**src/rtl/cm0_core_mul_iter.sv**
```systemverilog
// Iterative shift-add multiplier retiring RBITS multiplier bits per cycle; result in cycle DW/RBITS+1 after start.
// Latency: N+1 cycles (N = DW/RBITS); start is ignored while busy, abort drops the operation without a done pulse.
// Optional high half and signed mode enabled by defining CM0_MUL_HI_RESULT_EN.
module cm0_core_mul_iter #(
    parameter int DW    = 32,
    parameter int RBITS = 1
) (
    input  logic          hclk,
    input  logic          rst_n,
    input  logic          mul_start_i,
    input  logic          mul_abort_i,
    input  logic          mul_signed_i,
    input  logic [DW-1:0] mul_opa_i,
    input  logic [DW-1:0] mul_opb_i,
    output logic          mul_busy_o,
    output logic          mul_done_o,
    output logic [DW-1:0] mul_res_lo_o
`ifdef CM0_MUL_HI_RESULT_EN
    ,
    output logic [DW-1:0] mul_res_hi_o
`endif
);

    localparam int N  = DW / RBITS;
    localparam int CW = $clog2(N + 1);
`ifdef CM0_MUL_HI_RESULT_EN
    localparam int AW = 2 * DW;
`else
    localparam int AW = DW;
`endif

    typedef enum logic [1:0] {
        IDLE,
        RUN,
        DONE
    } state_t;

    state_t        state;
    logic          busy_q;
    logic          done_q;
    logic [CW-1:0] cnt;
    logic [DW-1:0] opa_q;
    logic [AW-1:0] opb_q;
    logic [AW-1:0] acc;
    logic [AW-1:0] acc_nxt;
    logic          accept;
    logic          last;

`ifdef CM0_MUL_HI_RESULT_EN
    logic          sgn_q;
`else
    logic          sgn_unused;
    assign sgn_unused = mul_signed_i;
`endif

    assign accept = (state != RUN) && mul_start_i && !mul_abort_i;
    assign last   = (cnt == CW'(1));

    // opb_q is pre-shifted to the weight of the current multiplier digit.
    always_comb begin
        acc_nxt = acc;
        for (int i = 0; i < RBITS; i++) begin
            if (opa_q[i]) begin
                acc_nxt = acc_nxt + (opb_q << i);
            end
        end
`ifdef CM0_MUL_HI_RESULT_EN
        // Multiplier MSB carries weight -2^(DW-1) when signed: undo the +b and apply -b.
        if (last && sgn_q && opa_q[RBITS-1]) begin
            acc_nxt = acc_nxt - (opb_q << RBITS);
        end
`endif
    end

    always_ff @(posedge hclk or negedge rst_n) begin
        if (!rst_n) begin
            state  <= IDLE;
            busy_q <= 1'b0;
            done_q <= 1'b0;
            cnt    <= '0;
            opa_q  <= '0;
            opb_q  <= '0;
            acc    <= '0;
`ifdef CM0_MUL_HI_RESULT_EN
            sgn_q  <= 1'b0;
`endif
        end else begin
            case (state)
                RUN: begin
                    if (mul_abort_i) begin
                        state  <= IDLE;
                        busy_q <= 1'b0;
                        done_q <= 1'b0;
                    end else begin
                        acc   <= acc_nxt;
                        opa_q <= opa_q >> RBITS;
                        opb_q <= opb_q << RBITS;
                        cnt   <= cnt - CW'(1);
                        if (last) begin
                            state  <= DONE;
                            busy_q <= 1'b0;
                            done_q <= 1'b1;
                        end
                    end
                end
                default: begin
                    if (accept) begin
                        state  <= RUN;
                        busy_q <= 1'b1;
                        done_q <= 1'b0;
                        cnt    <= CW'(N);
                        opa_q  <= mul_opa_i;
                        acc    <= '0;
`ifdef CM0_MUL_HI_RESULT_EN
                        sgn_q  <= mul_signed_i;
                        opb_q  <= {{DW{mul_signed_i & mul_opb_i[DW-1]}}, mul_opb_i};
`else
                        opb_q  <= mul_opb_i;
`endif
                    end else begin
                        state  <= IDLE;
                        busy_q <= 1'b0;
                        done_q <= 1'b0;
                    end
                end
            endcase
        end
    end

    assign mul_busy_o   = busy_q;
    assign mul_done_o   = done_q;
    assign mul_res_lo_o = done_q ? acc[DW-1:0] : '0;
`ifdef CM0_MUL_HI_RESULT_EN
    assign mul_res_hi_o = done_q ? acc[AW-1:DW] : '0;
`endif

endmodule

```
**config.mk**
```make
export PLATFORM = sky130hd
export DESIGN_NAME = cm0_core_mul_iter
export DESIGN_NICKNAME = d
export VERILOG_FILES = /design/src/rtl/cm0_core_mul_iter.sv
export SDC_FILE = /design/constraint.sdc
export NUM_CORES = 1
export LEC_CHECK = 0
export ABC_AREA = 1
export CAP_MARGIN = 10
export CORE_MARGIN = 10
export CORE_UTILIZATION = 36
export CTS_CLUSTER_DIAMETER = 200
export DETAILED_ROUTE_END_ITERATION = 8
export PLACE_DENSITY = 0.55
export SLEW_MARGIN = 25
export SYNTH_ARGS = -nofsm -noshare
export SYNTH_HDL_FRONTEND = slang
export SYNTH_SLANG_ARGS = --single-unit
```
**constraint.sdc**
```tcl
create_clock -name hclk -period 2.15 [get_ports hclk]
set_input_delay 0.3225 -clock hclk [delete_from_list [all_inputs] [get_ports hclk]]
set_output_delay 0.3225 -clock hclk [all_outputs]
set_load 0.005 [all_outputs]
```
==> flow_metrics.tcl, run 1 <==
set metrics [dict create \
    synth_top_area_share_pct 36.1 \
    ir_drop_uv 497 \
    cp.arrival_ns 1.68 \
    tritoncts "yes" \
    vias 6662 \
    io_pins 103 \
    max-cap-violations 0 \
    synth-compound-area-share_pct 15.3 \
    cts_setup_buffers 0 \
    fmax_mhz 500 \
    syn_inst 1088 \
    tns_ns 0 \
    drcViolationCount 0 \
    final_cell_mix "388 x nand2_1, 216 x inv_1, 104 x dfrtp_1" \
    dieArea_um2 26100 \
    fin_crit_sh_pct 93.0 \
    worstMarginPinSlew_ns 0.515 \
    viasPerCell 4.58 \
    grt_pass1_vias 6589 \
    ys_seq_elements 104 \
    synth-edff-count 0 \
    synth.cell_area_um2 7200 \
    drt-total-wl_um 19500 \
    cts_buffer_depth 2 \
    grt_max_degree 81 \
    p_sw_w 0.00410 \
    path_clk_slew_ns 0.08 \
    htree_levels 3 \
    use_met1_pct 20.4 \
    slowest_delay_ns 0.51 \
    clockPowerShare_pct 19.2 \
    die_h_um 161 \
    yosysUniqueCellTypes 33 \
    clock-root-buffer "clkbuf_16" \
    finalNonFillerCells 1453 \
    syn_area_per_cell_um2 6.62 \
    synth_top_area_cell "dfrtp_1" \
    report.final.slew_viol_count 0 \
    swShare_pct 44.6 \
    path_class "flip-flop to output pin" \
    port_buffers 101 \
    drt_iter0_markers 474 \
    hold_viol_final 0 \
    final_common_cell "nand2_1" \
    clk_latency_ns 0.36 \
    min_path_type "primary input to async pin" \
    cellPowerDensity_nw_per_um2 1040 \
    cp_top_family "buffers and inverters" \
    finalCriticalPeriod_ns 2.00 \
    antenna_found_initial 2 \
    synth_simple_gate_area_share_pct 27.9 \
    skew_ns 0.00826 \
    slew_headroom_pct 65.5 \
    die_w_um 161 \
    gr-max-usage-layer "met2" \
    core-area_um2 19600 \
    leakage_nw 4.79 \
    start_util_pct 36.8 \
    dominantRegCellSynth "dfrtp_1" \
    path_buf_inv 3 \
    cp-start-kind "flip-flop" \
    gr-usage-met2_pct 23.8 \
    ys_warn_count 0 \
    internal-power_w 0.00509 \
    synth_xor_xnor_area_share_pct 0.365 \
    p_comb_share_pct 47.4 \
    globalRouteOverflowTotal 0 \
    syn-num-nets 1191 \
    cp_max_fo 20 \
    synth_top_family_by_area "simple AND/OR/NAND/NOR gates" \
    detail-route-antenna-nets 0 \
    synthAdderAreaFrac_pct 6.01 \
    setup_viol_count_final 0 \
    cts_buffers 9 \
    critical-path-slowest-cell "clkdlybuf4s50_1" \
    async_reset_ff_share_pct 100 \
    crit_path_end_kind "output pin" \
    dp_cells 1434 \
    finalPower_w 0.00919 \
    required_ns 1.83 \
    nets 1284 \
    drive_gt1_share_pct 4.22 \
    area_growth_pct 23.3 \
    nFillCells 2065 \
    cts.sinks 104 \
    grt_pass1_wl_um 32800 \
    grt_usage_pct 15.3 \
    cp_num_cells 4 \
    rsz0062_at_grt "no" \
    hpwlAfterDp_um 15300 \
    ys_seq_area_share_pct 36.1 \
    r2r.worst_path.cells 12 \
    gr-usage-met3_pct 4.27 \
    seq_power_share_pct 33.4 \
    place.gp.congestion 0.873 \
    outcome "finished, final reports clean" \
    muxShareOfSynthArea_pct 0 \
    drt_first_pass_iters 6 \
    crit_chain "buf_4 > nand2_1 > inv_1 > clkdlybuf4s50_1" \
    post_drt_wl_per_cell_um 13.4 \
    ys_top_cells_by_area "dfrtp_1 36%, nand2_1 20%, inv_1 11%, o211ai_1 6.0%, ha_1 5.7%" \
    rows 51 \
]
==> timing repair <==
| item | 4_1_cts | 5_1_grt |
|---|---|---|
| hold buffers | 1 | 0 |
| endpoints found under the setup margin | 0 | 13 |
| hold endpoints to repair | 30 | 0 |
| gates resized for setup | 0 | 8 |
==> logic make-up after synthesis <==
kind of cell / Yosys count
buffers and inverters: 256
XOR/XNOR: 3
AND/OR/NAND/NOR: 504
flip-flops: 104
AO/OA/AOI/OAI: 187
adder cells (fa/ha/maj): 34
==> flip-flops by register name, summed over array words and instances, names as in the netlist <==
name        cells
state           1
acc            32
cnt             6
mul_done_o      1
opa_q          32
opb_q          32
==> per-layer routing <==
metal  wire length [um]  vias to the layer above
met5                  0                        -
met4                231                        0
met3               1220                       14
met2               8520                      115
met1               9540                     2946
li1                   -                     3587
==> path summary, 6_finish.rpt <==
path                       startpoint         endpoint  slack, ns
setup / recovery           mul_done_o  mul_res_lo_o[1]       0.15
setup reg to reg             opb_q[3]          acc[31]       0.18
hold reg to reg                cnt[3]           cnt[3]       0.49
min in group hclk              cnt[3]           cnt[3]       0.49
max in group asynchronous       rst_n          acc[12]       1.04
hold / removal                  rst_n         opa_q[7]       0.43
==> cell type report <==
type                            instances  area [um^2]  share of cell area, %
Antenna cell                            3         7.51                 0.0846
Tap cell                              265          332                   3.73
Inverter                              219          822                   9.26
Timing Repair Buffer                  119         1210                   13.6
Multi-Input combinational cell        728         3600                   40.6
Sequential cell                       104         2600                   29.3
Clock buffer                            9          225                   2.54
Clock inverter                          6         77.6                  0.874
==> worst register-to-register path, delay by kind of cell (launching register included) <==
| family | cells | cell delay, ns |
|---|---|---|
| simple gates | 11 | 1.11 |
| flops | 1 | 0.40 |
| fa+ha+maj | 1 | 0.37 |
==> stage by stage <==
stage | worst slack (ns) | util, % | hold slack, ns | area [um^2]
finish | 0.150 | 45.3 | 0.426 | 8880
global route | 0.00477 | 45.3 | 0.478 | 8870
CTS | 0.0532 | 45.2 | 0.446 | 8850
detailed placement | 0.0841 | 43.6 | 0.302 | 8530
global placement | 0.104 | 43.6 | 0.298 | 8530
floorplan | 0.363 | - | 0.0269 | 7200
==> power groups by stage <==
stage / sequential, W / combinational (W) / clock [W]
3_5_place_dp: 0.00312 / 0.00432 / 0
6_report: 0.00307 / 0.00436 / 0.00176
5_1_grt: 0.00317 / 0.00511 / 0.00187
2_1_floorplan: 0.00292 / 0.00326 / 0
3_3_place_gp: 0.00311 / 0.00429 / 0
4_1_cts: 0.00309 / 0.00435 / 0.00180
==> synth_stat cells (2+ instances only) <==
library cell / instances
ha_1: 33
o21ai_1: 5
buf_2: 12
a21oi_1: 36
nand3b_1: 2
buf_1: 6
a31oi_1: 2
buf_6: 2
nand2_2: 2
nand3_1: 43
nand2_1: 390
o31ai_1: 2
o21ai_0: 78
inv_2: 2
nor2_1: 53
or2_2: 2
o211ai_1: 58
dfrtp_1: 104
nor3_1: 5
buf_4: 9
inv_1: 217
clkbuf_1: 8
nand4_1: 4
xor2_1: 2
o21bai_1: 3
Note: power is estimated with default switching activity, not from simulation.
==> run 2: changes to the inputs <==
- PLACE_DENSITY: 0.55 -> default
- SKIP_LAST_GASP: default -> 1
- TNS_END_PERCENT: default -> 5
==> flow_metrics.tcl, run 2 (synthesized netlist as in run 1, its figures left out) <==
set metrics [dict create \
    antenna_found_initial 3 \
    min_path_type "primary input to async pin" \
    cellPowerDensity_nw_per_um2 1030 \
    crit_path_end_kind "flip-flop" \
    cts_buffer_depth 2 \
    cp_max_fo 4 \
    drt_iter0_markers 438 \
    p_sw_w 0.00397 \
    hpwlAfterDp_um 14800 \
    clockPowerShare_pct 19.1 \
    die_w_um 161 \
    io_pins 103 \
    drcViolationCount 0 \
    nFillCells 2040 \
    path_class "flip-flop to flip-flop" \
    whs_ns 0.0322 \
    drt-total-wl_um 19000 \
    vias 6721 \
    setup_viol_count_final 0 \
    final_common_cell "nand2_1" \
    clk_latency_ns 0.35 \
    clock-root-buffer "clkbuf_16" \
    grt_usage_pct 14.7 \
    critical-path-slowest-cell "fa_1" \
    finalNonFillerCells 1447 \
    crit_start "acc[0]" \
    seq_power_share_pct 33.9 \
    p_comb_share_pct 47.0 \
    ir_drop_uv 453 \
    outcome "finished, final reports clean" \
    fmax_mhz 489 \
    htree_levels 3 \
    multi_input_area_um2 3590 \
    rows 51 \
    dieArea_um2 26100 \
    viasPerCell 4.64 \
    cp.arrival_ns 2.29 \
    cp-start-kind "flip-flop" \
    grt_pass1_wl_um 31600 \
    grt_max_degree 105 \
    die_h_um 161 \
    core-area_um2 19600 \
    detail-route-antenna-nets 0 \
    slowest_delay_ns 0.39 \
    r2r.worst_path.cells 13 \
    required_ns 2.40 \
    cts_setup_buffers 0 \
    final_cell_mix "389 x nand2_1, 217 x inv_1, 104 x dfrtp_1" \
    fin_crit_sh_pct 95.1 \
    drt_first_pass_iters 5 \
    internal-power_w 0.00513 \
    r2r_end "acc[28]" \
    globalRouteOverflowTotal 0 \
    leakage_nw 4.77 \
    post_drt_wl_per_cell_um 13.1 \
    path_buf_inv 2 \
    start_util_pct 36.8 \
    swShare_pct 43.7 \
    area_growth_pct 22.5 \
    port_buffers 101 \
    place.gp.congestion 0.942 \
    cts_buffers 9 \
    top_regs "acc: 32 flops, opa_q: 32 flops, opb_q: 32 flops" \
    regArea_um2 2600 \
    tritoncts "yes" \
    drive_gt1_share_pct 3.31 \
    slew_headroom_pct 62.9 \
    rr_startpoint "acc[0]" \
    grt_pass1_vias 6481 \
    max-cap-violations 0 \
    reg2reg_slack_ns 0.10 \
    dp_cells 1430 \
    cts.sinks 104 \
    crit_chain "ha_1 > inv_1 > fa_1 > inv_1 > nand3_1 > nand3_2 > nand3_1 > nand3_1 > nand2_1 > nand2_1 > nand2_1 > nand3_1 > nand2_1" \
    rsz0062_at_grt "yes" \
    nets 1279 \
    worstMarginPinSlew_ns 0.556 \
    cp_top_family "simple AND/OR/NAND/NOR gates" \
    finalCriticalPeriod_ns 2.05 \
    report.final.slew_viol_count 0 \
    hold_viol_final 0 \
    path_clk_slew_ns 0.07 \
    skew_ns 0.00472 \
]
==> run 2: repair_timing <==
item                       CTS  global route
hold buffers                 0             0
gates resized for setup      0             2
setup endpoints to repair    0            11
==> run 2: stage by stage <==
stage	power, W	setup TNS (ns)	area [um^2]	worst slack, ns	util [%]
floorplan	0.00618	0	7200	0.363	-
global placement	0.00731	0	8500	0.0855	43.4
detailed placement	0.00738	0	8500	0.0546	43.4
CTS	0.00915	0	8810	0.0435	45.0
global route	0.0100	-0.255	8820	-0.0608	45.0
finish	0.00910	0	8820	0.104	45.0
==> run 2: how the worst max path moves through the flow <==
stage          endpoint  slack [ns]  depth (start not counted)
4_1_cts         acc[28]        0.04                         13
6_report        acc[28]        0.10                         13
3_5_place_dp    acc[28]        0.05                         13
5_1_grt         acc[28]       -0.06                         13
3_3_place_gp    acc[28]        0.09                         13
2_1_floorplan   acc[28]        0.36                         13
==> run 2: layout make-up <==
| class | instances | area share (%) |
|---|---|---|
| diodes | 2 | 0.0567 |
| clock buffers | 13 | 3.06 |
| clock inverters | 2 | 0.425 |
| inverters | 219 | 9.32 |
| multi-input cells | 728 | 40.6 |
| flip-flops and latches | 104 | 29.5 |
| well taps | 265 | 3.76 |
| repair buffers | 114 | 13.2 |
==> run 2: per-layer routing <==
metal	GRT usage, %	up-vias	part of all wire (%)
li1	-	3569	-
met1	19.5	3005	48
met2	22.7	119	44
met3	3.84	24	5.8
met4	4.71	4	1.8
met5	0	-	0.13
==> run 2: power by group through the flow <==
stage	logic [W]	registers, W	clock network [W]
6_report	0.00428	0.00308	0.00174
5_1_grt	0.00500	0.00317	0.00185
4_1_cts	0.00428	0.00309	0.00178
3_5_place_dp	0.00425	0.00312	0
3_3_place_gp	0.00421	0.00311	0
2_1_floorplan	0.00326	0.00292	0
